### config.mk
export PLATFORM = sky130hd
export DESIGN_NAME = if_fetch_unit
export DESIGN_NICKNAME = d
export VERILOG_FILES = /design/src/rtl/if_fetch_unit.sv
export SDC_FILE = /design/constraint.sdc
export NUM_CORES = 1
export LEC_CHECK = 0
export CAP_MARGIN = 40
export CORE_ASPECT_RATIO = 1.1
export CORE_UTILIZATION = 45
export DETAILED_ROUTE_END_ITERATION = 10
export GPL_TIMING_DRIVEN = 0
export HOLD_SLACK_MARGIN = 0.03
export PLACE_DENSITY_LB_ADDON = 0.3
export SYNTH_ARGS = -nofsm -noshare
export SYNTH_HDL_FRONTEND = slang
export SYNTH_SLANG_ARGS = --single-unit
### constraint.sdc
create_clock -name clk -period 7.3 [get_ports clk]
set_input_delay 1.095 -clock clk [delete_from_list [all_inputs] [get_ports clk]]
set_output_delay 1.095 -clock clk [all_outputs]
set_load 0.02 [all_outputs]
### src/rtl/if_fetch_unit.sv
// Instruction fetch: one outstanding imem request, in-order buffer of {insn, pc}, redirect with kill.
// Output lands one cycle after ack (no bypass); a full buffer stops requests until IF/ID consumes.
module if_fetch_unit #(
   parameter logic [31:0] RESET_PC   = 32'h0000_0000,
   parameter int          FIFO_DEPTH = 2
) (
   input  logic        clk,
   input  logic        reset,
   output logic        imem_req,
   output logic [31:0] imem_addr,
   input  logic        imem_ack,
   input  logic [31:0] imem_rdata,
   input  logic        LE,
   input  logic        redirect,
   input  logic [31:0] redirect_target,
   output logic [31:0] instruction_out,
   output logic [31:0] pc_out,
   output logic        valid_out
);
   localparam int PTR_W = (FIFO_DEPTH > 1) ? $clog2(FIFO_DEPTH) : 1;
   localparam int CNT_W = $clog2(FIFO_DEPTH + 1);
   localparam logic [CNT_W-1:0] DEPTH_C  = CNT_W'(FIFO_DEPTH);
   localparam logic [PTR_W-1:0] LAST_PTR = PTR_W'(FIFO_DEPTH - 1);

   localparam logic [1:0] ST_IDLE  = 2'd0;
   localparam logic [1:0] ST_FETCH = 2'd1;
   localparam logic [1:0] ST_FULL  = 2'd2;
   localparam logic [1:0] ST_KILL  = 2'd3;

   logic [1:0]       state, state_nxt;
   logic [31:0]      pc, pc_nxt;
   logic [31:0]      target, target_nxt;
   logic [31:0]      target_aligned;
   logic [31:0]      buf_insn [FIFO_DEPTH];
   logic [31:0]      buf_pc   [FIFO_DEPTH];
   logic [PTR_W-1:0] rd_ptr, wr_ptr;
   logic [CNT_W-1:0] count, count_nxt;
   logic             push, pop;

   assign target_aligned = {redirect_target[31:2], 2'b00};

   assign valid_out       = (count != '0);
   assign imem_req        = (state == ST_FETCH) || (state == ST_KILL);
   assign imem_addr       = pc;
   assign instruction_out = valid_out ? buf_insn[rd_ptr] : 32'h0;
   assign pc_out          = valid_out ? buf_pc[rd_ptr]   : 32'h0;

   // Redirect outranks both the returning word and the IF/ID consume.
   assign push = (state == ST_FETCH) && imem_ack && !redirect;
   assign pop  = LE && valid_out && !redirect;

   always_comb begin
      if (redirect) begin
         count_nxt = '0;
      end else begin
         count_nxt = count + CNT_W'(push) - CNT_W'(pop);
      end
   end

   always_comb begin
      state_nxt  = state;
      pc_nxt     = pc;
      target_nxt = target;
      case (state)
         ST_IDLE: begin
            state_nxt = ST_FETCH;
            if (redirect) begin
               pc_nxt = target_aligned;
            end
         end
         ST_FETCH: begin
            if (redirect) begin
               if (imem_ack) begin
                  pc_nxt    = target_aligned;
                  state_nxt = ST_FETCH;
               end else begin
                  // The pending request must complete before we may fetch the target.
                  target_nxt = target_aligned;
                  state_nxt  = ST_KILL;
               end
            end else if (imem_ack) begin
               pc_nxt    = pc + 32'd4;
               state_nxt = (count_nxt < DEPTH_C) ? ST_FETCH : ST_FULL;
            end
         end
         ST_FULL: begin
            if (redirect) begin
               pc_nxt    = target_aligned;
               state_nxt = ST_FETCH;
            end else if (count_nxt < DEPTH_C) begin
               state_nxt = ST_FETCH;
            end
         end
         ST_KILL: begin
            if (imem_ack) begin
               pc_nxt    = redirect ? target_aligned : target;
               state_nxt = ST_FETCH;
            end else if (redirect) begin
               target_nxt = target_aligned;
            end
         end
         default: state_nxt = ST_IDLE;
      endcase
   end

   always_ff @(posedge clk) begin
      if (!reset) begin
         state  <= ST_IDLE;
         pc     <= RESET_PC;
         target <= RESET_PC;
         count  <= '0;
         rd_ptr <= '0;
         wr_ptr <= '0;
      end else begin
         state  <= state_nxt;
         pc     <= pc_nxt;
         target <= target_nxt;
         count  <= count_nxt;
         if (redirect) begin
            rd_ptr <= '0;
            wr_ptr <= '0;
         end else begin
            if (pop) begin
               rd_ptr <= (rd_ptr == LAST_PTR) ? '0 : rd_ptr + PTR_W'(1);
            end
            if (push) begin
               wr_ptr <= (wr_ptr == LAST_PTR) ? '0 : wr_ptr + PTR_W'(1);
            end
         end
      end
   end

   always_ff @(posedge clk) begin
      if (reset && push) begin
         buf_insn[wr_ptr] <= imem_rdata;
         buf_pc[wr_ptr]   <= pc;
      end
   end

endmodule
==> results of run 1 <==
==> metal layers <==
metal | vias to the layer above | part of all wire, % | global-route usage (%)
met3 | 36 | 5.0 | 3.58
li1 | 3199 | - | -
met1 | 3113 | 43 | 28.9
met2 | 247 | 50 | 37.4
met4 | 0 | 2.7 | 9.89
met5 | - | 0 | 0
==> final timing paths <==
kind                            slack [ns]  cells past startpoint         endpoint  startpoint
worst min register to register        0.46                      2        target[9]   target[9]
worst max-delay path                  3.64                      5       pc_out[18]    count[1]
worst max register to register        4.71                      9  buf_insn[0][19]    state[0]
worst min-delay path                  0.46                      2        target[9]   target[9]
==> worst max-delay path: cells and delay by family, from the launching register on <==
kind | cells | cell delay, ns
buffers and inverters | 3 | 1.56
and+or+nand+nor | 2 | 0.25
DFF | 1 | 0.32
==> sequential cells by signal, summed over array words and instances (netlist names), named ones only <==
| register | count |
|---|---|
| buf_insn | 64 |
| buf_pc | 64 |
| count | 2 |
| imem_addr | 32 |
| rd_ptr | 1 |
| state | 2 |
| target | 32 |
| wr_ptr | 1 |
==> metrics by stage <==
stage	std cells	setup TNS [ns]	total power, mW	area, um^2
2_1_floorplan	780	0	1.41	8730
3_3_place_gp	1189	-148.40	1.53	10700
3_5_place_dp	1197	0	1.54	10800
4_1_cts	1228	0	2.42	11300
5_1_grt	1228	0	2.48	11300
6_report	1228	0	2.40	11300
==> cell type report <==
cell class | instances | area (um^2) | area share (%)
timing repair buffer | 170 | 1710 | 15.1
multi-input combinational | 522 | 3190 | 28.3
buffer | 50 | 244 | 2.16
sequential | 199 | 5270 | 46.6
inverter | 9 | 33.8 | 0.299
clock buffer | 21 | 440 | 3.90
tap | 247 | 309 | 2.73
clock inverter | 10 | 106 | 0.941
==> cell families after synthesis <==
family | after synthesis | synth area share, %
DFF | 199 | 60.3
xor gates and xnor gates | 24 | 2.41
and+or+nand+nor | 268 | 14.7
adders and majority gates | 3 | 0.430
muxes | 69 | 7.93
AOI/OAI and AO/OA | 158 | 11.1
buffers and inverters | 59 | 3.18
==> power by group through the flow <==
stage,clock (mW),combinational [mW],sequential (mW)
after floorplan,0,0.108,1.30
after global placement,0,0.237,1.30
after detailed placement,0,0.242,1.30
after CTS,0.901,0.243,1.27
after global routing,0.943,0.261,1.28
final,0.886,0.244,1.27
==> synthesized netlist by cell type (10+ instances only) <==
library cell  instances  share of area [%]
nand3_1              16               0.92
nor2_1              114                4.9
edfxtp_1            128                 44
nand2_1              81                3.5
dfxtp_1              71                 16
o21ai_0              41                2.4
xnor2_1              10                1.0
mux2i_1              68                7.8
a21oi_1              63                3.6
buf_2                12               0.69
o22ai_1              15                1.1
xor2_1               14                1.4
clkbuf_1             27                1.2
==> out/metrics.yaml, run 1 <==
finish:
  final_util_pct: 59.4
  num-fill-cells: 1573
  antenna_cells: 0
  mostFrequentLayoutCell: "clkdlybuf4s50_1"
  layout_common_cells: "clkdlybuf4s50_1, edfxtp_1, nor2_1, nand2_1, dfxtp_1"
  drive_above_1_share_pct: 7.85
  area_growth_pct: 29.5
  nNetsFinal: 1041
pwr:
  p_int_mw: 1.84
  pwr-share-seq_pct: 53.0
  p_leak_nw: 3.74
  power_density_nw_per_um2: 213
  ir_drop_v: 0.000164
  swShare_pct: 23.4
  switchingPower_mw: 0.562
  comb_power_share_pct: 10.1
  clkPwrFrac_pct: 36.9
placement:
  preCtsSetupSlack_ns: 3.62
  dp_hpwl_mm: 15.8
  io_buffers: 162
  gp_congestion: 0.947
synthesis:
  dominantRegCellSynth: "edfxtp_1"
  synth_edf_count: 128
  synth_cell_types: 60
  synth-seq-area-share_pct: 60.3
  netlist_area_um2: 8730
  async_flop_share_pct: 0
  synth.net_count: 852
  netlist_instances: 780
  ys_warn_count: 0
  postSynthAreaPerCell_um2: 11.2
  ys_ff_latch: 199
setup_path:
  path_max_fanout: 10
  max_stage_delay_ns: 0.60
  cp.required_ns: 6.20
  criticalPathCategory: "reg2out"
  cp.arrival_ns: 2.57
  critPathCaptureType: "output pin"
  cp-start-kind: "flip-flop"
  slowest_stage: "clkdlybuf4s50_1"
  path_cells: "nor2_1 > clkbuf_1 > clkbuf_1 > nor2_1 > clkdlybuf4s50_1"
die:
  num_io_pins: 167
  die_x_um: 135
  initial_utilization_pct: 45.9
  die_h_um: 148
  fp-row-count: 53
  die-area_um2: 20000
  core_area_um2: 19000
drt:
  totalWireLength_mm: 21.8
  drc: 0
  dr.pass1.iters: 7
  vias_per_cell: 5.37
  ant_nets: 0
  vias: 6595
  avgRoutedWirePerCell_um: 17.8
  drt_iter0_markers: 514
global_routing:
  grt_antenna_before_repair: 0
  grt_max_degree: 49
  grtUsageTotal_pct: 22.4
  overflow: 0
  grt_pass1_wl_mm: 33.8
  grt_pass1_vias: 6277
timing:
  worstMarginPinSlew_ns: 0.678
  whs_ns: 0.460
  max_freq_ghz: 0.273
  finClkSkew_ns: 0.00969
  fin_crit_ns: 3.66
  fin_ws_ns: 3.64
  relSlewSlack_pct: 54.8
  slew_violations: 0
  setup_violations: 0
  rsz0062_at_grt: "false"
  hold_violations: 0
  timing.final.crit_share_pct: 50.2
clock_tree:
  ctsHoldBuffers: 0
  ctsResizeCount: 0
  cts_setup_buffers: 0
  cts.htree.levels: 4
  cts_buffer_depth: 2
  cts_num_sinks: 199
  cts_tree: "yes"
  insertion_delay_ns: 0.44
  clk_pin_slew_ns: 0.07
  cts_buffers: 17
  root_buffer: "clkbuf_16"
flow_run:
  maxCapViolCount: 0
hold_path:
  hold_path_class: "reg2reg"
outcome:
  status: "complete, no violations"
Power figures use the tool's default switching activity.
==> run 2, diff against run 1 <==
==> constraint.sdc (replaced) <==
create_clock -name clk -period 3.27 [get_ports clk]
set_input_delay 0.4905 -clock clk [delete_from_list [all_inputs] [get_ports clk]]
set_output_delay 0.4905 -clock clk [all_outputs]
set_load 0.02 [all_outputs]
==> run 2 against run 1 <==
Sequential power up 120%. Clock skew up 0.0015 ns. Sequential share of layout area down 0.24 points. Via count up 0.41%. Worst setup slack worse by 3.4 ns. Clock-buffer cell count down 4. Critical path type unchanged. Largest power group unchanged. Highest routed layer unchanged.
==> out/metrics.yaml, run 2 (synthesized netlist as in run 1, its figures left out) <==
setup_path:
  r2r-end: "state[0]"
  criticalPathCategory: "reg2out"
  ff2ff_setup_slack_ns: 0.84
  reg2reg_from: "state[0]"
  cp.arrival_ns: 2.57
  ff2ff_path_depth: 12
  critPathCaptureType: "output pin"
  cp.required_ns: 2.78
  crit_end: "pc_out[28]"
  path_max_fanout: 10
  cp-start-kind: "flip-flop"
timing:
  finClkSkew_ns: 0.0111
  max_freq_ghz: 0.327
  fin_ws_ns: 0.213
  timing.final.crit_share_pct: 93.5
  worstMarginPinSlew_ns: 0.739
  rsz0062_at_grt: "false"
  setup_violations: 0
  setup_tns_ns: 0
  slew_violations: 0
  fin_crit_ns: 3.06
  hold_violations: 0
  relSlewSlack_pct: 50.7
die:
  initial_utilization_pct: 45.9
  core_area_um2: 19000
  die-area_um2: 20000
  die_h_um: 148
  die_x_um: 135
  num_io_pins: 167
  fp-row-count: 53
clock_tree:
  root_buffer: "clkbuf_16"
  cts_tree: "yes"
  cts_buffer_depth: 2
  insertion_delay_ns: 0.44
  cts_num_sinks: 199
  clk_pin_slew_ns: 0.07
  ctsHoldBuffers: 0
  ctsResizeCount: 0
  cts_buffers: 17
  cts_setup_buffers: 0
  cts.htree.levels: 4
finish:
  area_growth_pct: 30.2
  mostFrequentLayoutCell: "clkdlybuf4s50_1"
  num-fill-cells: 1593
  antenna_cells: 0
  top_regs: "buf_insn: 64 flops, buf_pc: 64 flops"
  fin_cells: 1226
  nNetsFinal: 1038
  drive_above_1_share_pct: 8.48
  fin_area_um2: 11400
  layout_common_cells: "clkdlybuf4s50_1, edfxtp_1, nor2_1, nand2_1, dfxtp_1"
global_routing:
  overflow: 0
  grtUsageTotal_pct: 22.8
  grt_pass1_wl_mm: 34.4
  grt_max_degree: 47
  grt_antenna_before_repair: 0
  grt_pass1_vias: 6431
drt:
  dr.pass1.iters: 5
  vias_per_cell: 5.40
  drc: 0
  totalWireLength_mm: 22.0
  avgRoutedWirePerCell_um: 17.9
  vias: 6622
  drt_iter0_markers: 494
  ant_nets: 0
placement:
  dp.cells: 1194
  preCtsSetupSlack_ns: 0.372
  gp_congestion: 0.939
  dpl_cell_area_um2: 10800
  dp_hpwl_mm: 15.5
  io_buffers: 162
pwr:
  swShare_pct: 24.9
  clkPwrFrac_pct: 37.4
  comb_power_share_pct: 10.1
  p_int_mw: 4.07
  ir_drop_v: 0.000381
  switchingPower_mw: 1.35
  power_density_nw_per_um2: 477
  p_leak_nw: 3.78
  pwr-share-seq_pct: 52.4
flow_run:
  maxCapViolCount: 0
outcome:
  status: "complete, no violations"
hold_path:
  hold_path_class: "in2reg"
## run 2: layout make-up
| class | instances | area (um^2) | area share (%) |
|---|---|---|---|
| Buffer | 50 | 244 | 2.15 |
| Clock buffer | 17 | 425 | 3.74 |
| Clock inverter | 15 | 148 | 1.30 |
| Inverter | 9 | 33.8 | 0.297 |
| Multi-Input combinational cell | 522 | 3200 | 28.2 |
| Sequential cell | 199 | 5270 | 46.3 |
| Tap cell | 247 | 309 | 2.72 |
| Timing Repair Buffer | 167 | 1730 | 15.3 |
## run 2: through the flow
stage | hold WS [ns] | utilization, % | power [mW]
2_1_floorplan | 0.433 | - | 3.14
3_3_place_gp | 0.440 | 56.1 | 3.42
3_5_place_dp | 0.446 | 56.7 | 3.44
4_1_cts | 0.342 | 59.7 | 5.45
5_1_grt | 0.361 | 59.7 | 5.61
6_report | 0.359 | 59.7 | 5.42
## run 2: worst min path at each step
stage | startpoint | endpoint | depth (start not counted)
4_1_cts | imem_ack | imem_addr[20] | 2
5_1_grt | imem_ack | imem_addr[20] | 2
6_report | imem_ack | imem_addr[20] | 2
3_3_place_gp | target[3] | target[3] | 2
3_5_place_dp | target[3] | target[3] | 2
2_1_floorplan | target[10] | target[10] | 2
## run 2: routing by layer
| metal | wire length [um] | vias to the layer above | global-route usage [%] |
|---|---|---|---|
| met5 | 0 | - | 0 |
| li1 | - | 3200 | - |
| met3 | 1390 | 41 | 4.57 |
| met4 | 576 | 0 | 9.89 |
| met1 | 9090 | 3121 | 28.8 |
| met2 | 10900 | 260 | 38.0 |
## run 2: power by group through the flow
stage               clock, mW  sequential, mW  combinational [mW]
global route             2.17            2.85               0.590
floorplan                   0            2.90               0.242
finish                   2.03            2.84               0.549
global placement            0            2.89               0.531
CTS                      2.07            2.84               0.547
detailed placement          0            2.89               0.543
## run 2: worst max-delay path, cell delays in order (launching register included)
cell,delay [ns]
dfxtp_1,0.31
clkbuf_1,0.50
buf_2,0.42
mux2i_1,0.13
nor2_1,0.15
clkdlybuf4s50_1,0.63
==> run 3, diff against run 2 <==
--- a/config.mk
+++ b/config.mk
@@ -5,6 +5,7 @@
 export SDC_FILE = /design/constraint.sdc
 export NUM_CORES = 1
 export LEC_CHECK = 0
+export ABC_CLOCK_PERIOD_IN_PS = 3270
 export CAP_MARGIN = 40
 export CORE_ASPECT_RATIO = 1.1
 export CORE_UTILIZATION = 45
==> results of run 3 <==
No change in the layout: final DEF, timing and power equal those of run 2.
